File: src/rtl/req_issuer.sv
// req_issuer: queues command payloads in a small FIFO and presents the head
// entry to a downstream arbiter with a req/gnt handshake. Each request is
// retired on grant or dropped after TIMEOUT cycles, and consecutive requests
// are separated by a GAP-cycle quiet period.
module req_issuer #(
  parameter int WIDTH   = 8,
  parameter int DEPTH   = 4,
  parameter int TIMEOUT = 8,
  parameter int GAP     = 2
) (
  input  logic             clk,
  input  logic             reset,
  input  logic             push,
  input  logic [WIDTH-1:0] push_data,
  input  logic             gnt,
  output logic             req,
  output logic [WIDTH-1:0] data_out,
  output logic             full,
  output logic             empty,
  output logic             done,
  output logic             timeout_err,
  output logic             overflow,
  output logic             spurious_gnt,
  output logic [7:0]       err_cnt
);

  localparam int AW = $clog2(DEPTH);
  localparam int CW = $clog2(DEPTH) + 1;
  localparam int WW = (TIMEOUT > 1) ? $clog2(TIMEOUT) : 1;
  localparam int GW = (GAP > 1) ? $clog2(GAP) : 1;
  localparam logic [WW-1:0] WAIT_LAST = WW'(TIMEOUT - 1);
  localparam logic [GW-1:0] GAP_LAST  = GW'(GAP - 1);

  typedef enum logic [1:0] {S_IDLE, S_REQ, S_GAP} state_t;

  state_t           state;
  logic [WW-1:0]    wcnt;
  logic [GW-1:0]    gcnt;
  logic [WIDTH-1:0] mem [DEPTH];
  logic [AW-1:0]    wptr;
  logic [AW-1:0]    rptr;
  logic [CW-1:0]    cnt;
  logic [CW-1:0]    cnt_nxt;
  logic             push_ok;
  logic             pop;

  // Accept/retire decisions and next occupancy for this cycle
  always_comb begin
    push_ok = push && !full;
    pop     = (state == S_REQ) && (gnt || (wcnt == WAIT_LAST));
    cnt_nxt = cnt;
    if (push_ok && !pop) begin
      cnt_nxt = cnt + CW'(1);
    end else if (!push_ok && pop) begin
      cnt_nxt = cnt - CW'(1);
    end
  end

  // Head of queue is presented directly from storage
  always_comb begin
    data_out = mem[rptr];
  end

  // Payload storage; contents need no reset since empty gates their use
  always_ff @(posedge clk) begin
    if (push_ok) begin
      mem[wptr] <= push_data;
    end
  end

  // Pointers, occupancy and registered status flags
  always_ff @(posedge clk) begin
    if (reset) begin
      wptr     <= '0;
      rptr     <= '0;
      cnt      <= '0;
      full     <= 1'b0;
      empty    <= 1'b1;
      overflow <= 1'b0;
    end else begin
      if (push_ok) begin
        wptr <= wptr + AW'(1);
      end
      if (pop) begin
        rptr <= rptr + AW'(1);
      end
      cnt      <= cnt_nxt;
      full     <= (cnt_nxt == CW'(DEPTH));
      empty    <= (cnt_nxt == '0);
      overflow <= push && full;
    end
  end

  // Request handshake FSM with wait/gap counters and event pulses
  always_ff @(posedge clk) begin
    if (reset) begin
      state        <= S_IDLE;
      req          <= 1'b0;
      wcnt         <= '0;
      gcnt         <= '0;
      done         <= 1'b0;
      timeout_err  <= 1'b0;
      spurious_gnt <= 1'b0;
      err_cnt      <= '0;
    end else begin
      done         <= 1'b0;
      timeout_err  <= 1'b0;
      spurious_gnt <= gnt && (state != S_REQ);
      case (state)
        S_IDLE: begin
          if (!empty) begin
            state <= S_REQ;
            req   <= 1'b1;
            wcnt  <= '0;
          end
        end
        S_REQ: begin
          // grant takes precedence over a coincident timeout
          if (gnt) begin
            state <= S_GAP;
            req   <= 1'b0;
            done  <= 1'b1;
            gcnt  <= '0;
          end else if (wcnt == WAIT_LAST) begin
            state       <= S_GAP;
            req         <= 1'b0;
            timeout_err <= 1'b1;
            gcnt        <= '0;
            if (err_cnt != 8'hFF) begin
              err_cnt <= err_cnt + 8'd1;
            end
          end else begin
            wcnt <= wcnt + WW'(1);
          end
        end
        S_GAP: begin
          if (gcnt == GAP_LAST) begin
            state <= S_IDLE;
          end else begin
            gcnt <= gcnt + GW'(1);
          end
        end
        default: begin
          state <= S_IDLE;
          req   <= 1'b0;
        end
      endcase
    end
  end

endmodule

File: config.mk
export PLATFORM = sky130hd
export DESIGN_NAME = req_issuer
export DESIGN_NICKNAME = d
export VERILOG_FILES = /design/src/rtl/req_issuer.sv
export SDC_FILE = /design/constraint.sdc
export NUM_CORES = 1
export LEC_CHECK = 0
export CELL_PAD_IN_SITES_DETAIL_PLACEMENT = 1
export CELL_PAD_IN_SITES_GLOBAL_PLACEMENT = 1
export CORE_UTILIZATION = 47
export CTS_BUF_LIST = sky130_fd_sc_hd__clkbuf_8 sky130_fd_sc_hd__clkbuf_16
export DETAILED_ROUTE_END_ITERATION = 10
export GPL_ROUTABILITY_DRIVEN = 1
export MAX_ROUTING_LAYER = met4
export PLACE_DENSITY_LB_ADDON = 0.1
export SETUP_SLACK_MARGIN = 0.2
export SLEW_MARGIN = 20
export SYNTH_ARGS = -nofsm -noshare
export SYNTH_HDL_FRONTEND = slang
export SYNTH_SLANG_ARGS = --single-unit
File: constraint.sdc
create_clock -name clk -period 6.04 [get_ports clk]
set_clock_uncertainty 0.2 [all_clocks]
set_input_delay 1.208 -clock clk [delete_from_list [all_inputs] [get_ports clk]]
set_output_delay 1.208 -clock clk [all_outputs]
set_load 0.02 [all_outputs]
# After elaboration in Yosys (flattened, before gate mapping)
# Memories as Yosys holds them, arrays and structs flattened. A register that Yosys moved wholly into a read port is not among the register bits.
# Index checks and enable logic that the tools add are counted.
[word_totals] regBits=28 latch_bits=0 mem_bits_rw=32 romBits=0 input_bits=12 out_inout_bits=23 wordCells=80 memories=1
[memory_table] memory="mem" words=4 word_bits=8 read_ports=1 rd_clocked_by_memory_dff=1 wr=1 line="39" text="logic [WIDTH-1:0] mem [DEPTH];"
[op_classes] n_addsub=7 mul=0 div_mod_pow=0 order_cmp=0 eq_ne=11 n_shift=0 mux=23 n_bitwise=3 n_reduce_logical=21
[op_table] cell="$mux 3" n=5
[op_table] cell="$mux 2" n=6
[op_table] cell="$add 8x1->8 const B" n=1
[op_table] cell="$mux 1" n=8
[op_table] cell="$ne 2x2->1 const B" n=4
[op_table] cell="$ne 8x8->1 const B" n=1
[op_table] cell="$reduce_and 4->1" n=2
[op_table] cell="$add 3x1->3 const B" n=2
[op_table] cell="$eq 3x3->1 const B" n=2
[op_table] cell="$logic_and 1x1->1" n=6
[op_table] cell="$pmux 2 s3" n=1
[op_table] cell="$pmux 3 s2" n=1
[op_table] cell="$reduce_and 3->1" n=2
[op_table] cell="$add 2x1->2 const B" n=2
[op_table] cell="$reduce_bool 2->1" n=2
[op_table] cell="$logic_not 1->1" n=3
[op_table] cell="$logic_not 3->1" n=1
[op_table] cell="$ne 3x2->1 const B" n=1
[op_table] cell="$not 1->1" n=3
[op_table] cell="$pmux 1 s3" n=1
[op_table] cell="$reduce_or 3->1" n=1
[op_table] cell="$sub 3x1->3 const B" n=1
[op_table] cell="$eq 2x1->1 const B" n=1
[op_table] cell="$eq 2x2->1 const B" n=1
[op_table] cell="other kinds (7)" n=7

# Longest topological paths before layout
# Gate-level depths: netlist (run 1).
[logic_depth] word_depth=7 mapped_depth=7

# Least setup slack after synthesis (run 1)
# No wires, ideal clock.
[synth_path] path_type="register to output" from="register with a tool-made name" to="output data_out[0]" t_arrival_ns=1.117 required_ns=4.632 setup_slack_ns=3.515 stages_incl_launch_ff=3 n_path_buf=1 path_cell_list="dfxtp_1 > buf_2 > mux4_2"
[synth_lines] item="end: declaration" line="17" text="output logic [WIDTH-1:0] data_out,"

==> qor.csv, run 1 <==
metric;value;unit
status;finished, final reports clean;
path_clk_slew;0.07;ns
rr_worst_depth;6;
most-common-layout-cells;34 x clkdlybuf4s50_1, 32 x edfxtp_1, 30 x dfxtp_1;
slowest_delay;0.66;ns
h-tree-depth;3;
criticalPathCategory;flip-flop to primary output;
crit_buf_inv;1;
area_growth;23.64;%
layout_commonest_cell;clkdlybuf4s50_1;
cts_sinks;62;
crit_path_max_fanout;8;
synthArstFlopShare;0;%
fin_setup_tns;0;ns
initial_core_util;50.12;%
peakVddDrop;0.0002713;V
drive_above_1_share;12.76;%
ys_seq_area_share;59.12;%
p_int;904.8;uW
p_sw;358.1;uW
grt_max_degree;27;
die_width;76.97;microns
clockBufferDepth;2;
arrival;2.11;ns
swShare;28.35;%
final_nets;263;
setup_slack;2.520;ns
grt_pass1_wl;8.756;mm
pre_cts_ws;2.658;ns
holdCritStartpoint;wcnt[1]$_SDFFE_PP0P_;
maxCapViolCount;0;
setup_viol;0;
yosysWarnings;0;
clock_latency;0.34;ns
dr.pass1.iters;4;
crit_family;flip-flops;
die-height;76.97;microns
hold_viol;0;
finalWirelength;5.348;mm
placed_cell_area;0.003028;sq mm
syn_area;0.002641;sq mm
ioPinCount;35;
synth-main-ff-cell;edfxtp_1;
postCtsHoldBufs;0;
p_comb_share;24.2;%
crit_required;4.63;ns
ant_nets;0;
cts.repair.resized;0;
ys_seq_elements;62;
synth_edf_count;32;
numCtsBuffers;9;
final_cells;313;
rows;26;
gp_congestion;0.7749;
drc;0;
cts_tree;yes;
stdcell_area;0.003266;sq mm
drt_iter0_drc;104;
hpwl;3.789;mm
cts-root-buf;clkbuf_8;
wl_per_cell;17.09;microns
synthCells;202;
hold_class;flip-flop to flip-flop;
synth_nets;227;
power_density;386.7;mW/mm^2
hold_depth;2;
tightest_slew;1.041;ns
fp.coreArea;0.005270;sq mm
max_slew_margin;30.39;%
crit_slowest_cell;dfxtp_1;
cp-start-kind;flip-flop;
finalMaxSlewViolations;0;
synth_cell_types;48;
power;1263;uW
path_depth;2;
dp.cells;297;
synth_area_per_cell;13.08;sq um
antenna_found_initial;0;
post-route-period-util;58.28;%
grt_pass1_vias;1756;
vias_per_cell;5.403;
power.share.clock;34.3;%
pwr-share-seq;41.5;%
fin_crit;3.520;ns
post_cts_buffers;0;
rsz0062_at_grt;no;
track_usage;20.53;%
end_kind;primary output;
r2r_start;state[1]$_SDFFE_PP0P_;
path_cells;mux4_2, clkdlybuf4s50_1;
synth_top_area_share;36.38;%
overflow;0;
vias;1691;
numPortBuffers;34;
synth.area.top_cells;edfxtp_1 36%, dfxtp_1 23%, mux4_2 6.8%, ha_1 6.2%, nor2_1 2.6%;
num_antenna_cells;0;
leakage;0.001179;uW
synth_top_area_cell;edfxtp_1;
fmax;284.1;MHz
die_area;0.005924;sq mm
layout make-up:
type / instances / area [sq um]
clock inverters: 7 / 113.9
repair buffers: 34 / 340.3
flip-flops and latches: 62 / 1562
clock buffers: 9 / 123.9
well taps: 70 / 87.58
inverters: 9 / 33.78
fillers: 531 / 2004
multi-input cells: 122 / 1005
metal layers:
layer  share of wire, %  GRT usage (%)
met5                  0              -
met4                1.2          6.923
met3                3.7          6.786
met2                 53          34.55
met1                 42          22.79
logic make-up (layout without fill, tap and decap cells):
group                      count (synthesis)  count (layout)  share of synthesized area, %
buffers and inverters                     18              59                         2.842
adders and majority gates                 13              13                         6.158
AOI/OAI and AO/OA                         24              24                         6.633
and+or+nand+nor                           65              65                         14.26
xor gates and xnor gates                   8               8                         2.653
muxes                                     12              12                         8.337
DFF                                       62              62                         59.12
worst register-to-register path, stage by stage, from the launching register on:
cell     delay [ns]
dfxtp_1        0.33
inv_1          0.10
ha_1           0.42
o21ai_2        0.22
and3_1         0.28
o21a_1         0.20
or2_1          0.22
worst paths after layout:
| kind | end | slack, ns |
|---|---|---|
| max reg2reg | cnt[2]$_SDFF_PP0_ | 3.96 |
| min reg2reg | wcnt[1]$_SDFFE_PP0P_ | 0.28 |
| max | data_out[3] | 2.52 |
| min | wcnt[1]$_SDFFE_PP0P_ | 0.28 |
power groups by stage:
stage,combinational (uW),sequential [uW],clock [uW]
after floorplan,215,528,0
after global placement,289,529,0
after detailed placement,304,534,0
after CTS,307,525,444
after global routing,333,531,460
final,306,525,433
state kept, by name (all words and copies together) (netlist names), 2 cells and up, named ones only:
register	count
wcnt	3
state	2
wptr	2
rptr	2
cnt	3
err_cnt	8
mem	32
metrics by stage:
step	hold slack, ns	utilization (%)
finish	0.2807	61.97
global route	0.3037	61.97
CTS	0.2793	61.97
detailed placement	0.2696	57.45
global placement	0.2421	57.45
floorplan	0.2356	-
cell usage after synthesis, drive strengths merged (3+ instances only):
| cell type | instances |
|---|---|
| mux2i | 4 |
| edfxtp | 32 |
| and3 | 5 |
| ha | 13 |
| inv | 9 |
| a21oi | 6 |
| buf | 6 |
| nor3 | 5 |
| clkbuf | 3 |
| mux4 | 8 |
| nand2 | 12 |
| nor2b | 3 |
| nand4 | 3 |
| dfxtp | 30 |
| o21ai | 3 |
| nor2 | 18 |
| and2 | 4 |
| xnor2 | 6 |
| a211oi | 5 |
(Power assumes the default switching activity.)
==> inputs of run 2 (changes only) <==
--- a/config.mk
+++ b/config.mk
@@ -7,7 +7,7 @@
 export LEC_CHECK = 0
 export CELL_PAD_IN_SITES_DETAIL_PLACEMENT = 1
 export CELL_PAD_IN_SITES_GLOBAL_PLACEMENT = 1
-export CORE_UTILIZATION = 47
+export CORE_UTILIZATION = 44
 export CTS_BUF_LIST = sky130_fd_sc_hd__clkbuf_8 sky130_fd_sc_hd__clkbuf_16
 export DETAILED_ROUTE_END_ITERATION = 10
 export GPL_ROUTABILITY_DRIVEN = 1
==> constraint.sdc (replaced) <==
create_clock -name clk -period 3.45 [get_ports clk]
set_clock_uncertainty 0.2 [all_clocks]
set_input_delay 0.69 -clock clk [delete_from_list [all_inputs] [get_ports clk]]
set_output_delay 0.69 -clock clk [all_outputs]
set_load 0.02 [all_outputs]
==> qor.csv, run 2 (same netlist as run 1, synthesis figures left out) <==
metric;value;unit;change
tightest_slew;0.5575;ns;-0.4835 ns
rows;27;;+3.8%
r2r_slack;1.34;ns;-2.62 ns
gp_congestion;0.7967;;+2.8%
antenna_found_initial;0;;unchanged
numCtsBuffers;9;;unchanged
grt_pass1_wl;8.914;mm;+1.8%
drt_iter0_drc;70;;-33%
rsz0062_at_grt;no;;
post_cts_buffers;0;;unchanged
grt_pass1_vias;1797;;+2.3%
r2r_start;state[1]$_SDFFE_PP0P_;;
h-tree-depth;3;;unchanged
cts.repair.resized;0;;unchanged
arrival;2.14;ns;+0.03 ns
drc;0;;unchanged
clock_latency;0.34;ns;about the same
most-common-layout-cells;34 x clkdlybuf4s50_1, 32 x edfxtp_1, 30 x dfxtp_1;;
numPortBuffers;34;;unchanged
fin_setup_tns;0;ns;unchanged
cts-root-buf;clkbuf_8;;
setup_viol;0;;unchanged
dr.pass1.iters;4;;unchanged
rr_worst_depth;6;;unchanged
grt_max_degree;17;;-37%
cts_tree;yes;;
ant_nets;0;;unchanged
layout_commonest_cell;clkdlybuf4s50_1;;
track_usage;19.93;%;-0.60 points
overflow;0;;unchanged
vias_per_cell;5.372;;-0.56%
initial_core_util;46.82;%;-3.3 points
top_regs;mem: 32 flops, err_cnt: 8 flops;;
holdCritStartpoint;wcnt[2]$_SDFFE_PP0P_;;
criticalPathCategory;flip-flop to primary output;;
max_flop_register;mem;;
fin_crit;3.030;ns;
final_nets;265;;+0.76%
path_clk_slew;0.07;ns;about the same
crit_required;2.56;ns;-2.07 ns
n_fill_cell;569;;+7.2%
end_kind;primary output;;
drive_above_1_share;13.47;%;+0.71 points
hold_depth;2;;unchanged
peakVddDrop;0.0003689;V;+36%
hold_viol;0;;unchanged
finalMaxSlewViolations;0;;unchanged
vias;1703;;+0.71%
hpwl;3.703;mm;-2.3%
postCtsHoldBufs;0;;unchanged
ioPinCount;35;;unchanged
largest_reg_flops;32;;unchanged
power;2148;uW;+70%
die_width;79.48;microns;+3.3%
clockBufferDepth;2;;unchanged
power_density;659.1;mW/mm^2;+70%
status;finished, final reports clean;;
cts_sinks;62;;unchanged
crit_path_max_fanout;8;;unchanged
area_growth;23.40;%;
hold_class;flip-flop to flip-flop;;
leakage;0.001182;uW;+0.29%
fmax;330.0;MHz;
maxCapViolCount;0;;unchanged
max_slew_margin;62.79;%;+32 points
finalWirelength;5.335;mm;-0.24%
wl_per_cell;16.83;microns;-1.5%
die-height;79.48;microns;+3.3%
die_area;0.006317;sq mm;+6.6%
fp.coreArea;0.005642;sq mm;+7.1%
num_antenna_cells;0;;unchanged
post-route-period-util;87.82;%;
cp-start-kind;flip-flop;;
run 2: changes by cell type in the layout (fill, tap and decap cells not counted):
cell	previous run	this run
clkinv_4	0	1
clkinvlp_4	2	1
clkinv_2	1	2
bufinv_16	3	2
buf_4	0	2
run 2: where the power goes:
part           internal, uW  switching, uW  leakage [uW]
combinational           257            284      0.000534
sequential              854           63.6      0.000538
clock                   402            287      0.000110
run 2: final cells by class:
cell class / count / area, sq um / area share [%]
clock inverters: 7 / 90.09 / 2.764
well taps: 72 / 90.09 / 2.764
multi-input cells: 122 / 1005 / 30.83
inverters: 9 / 33.78 / 1.036
repair buffers: 36 / 355.3 / 10.90
clock buffers: 9 / 123.9 / 3.800
flip-flops and latches: 62 / 1562 / 47.91
run 2: path summary, 6_finish.rpt:
check,to
setup / recovery,data_out[5]
hold / removal,wcnt[2]$_SDFFE_PP0P_
setup reg to reg,cnt[2]$_SDFF_PP0_
hold reg to reg,wcnt[2]$_SDFFE_PP0P_
run 2: stage by stage:
step / setup slack (ns) / hold WS [ns] / instances / utilization [%] / cell area [sq um]
detailed placement: 0.7384 / 0.2649 / 301 / 53.98 / 3045
global route: 0.2812 / 0.3060 / 317 / 57.77 / 3259
CTS: 0.3675 / 0.2755 / 317 / 57.77 / 3259
floorplan: 1.443 / 0.2356 / 202 / - / 2641
finish: 0.4201 / 0.2784 / 317 / 57.77 / 3259
global placement: 0.8030 / 0.2425 / 301 / 53.98 / 3045
run 2: layer usage:
layer  GRT usage [%]  up-vias  part of all wire (%)
li1                -      817                     -
met1           22.40      845                    43
met2           33.42       29                    52
met3           4.457       12                   3.2
met4           9.818        0                   2.0
met5               -        -                     0
run 2: worst max-delay path, stage by stage (launching register included):
cell and delay, ns:
dfxtp_1 0.68, mux4_2 0.58, clkdlybuf4s50_1 0.55
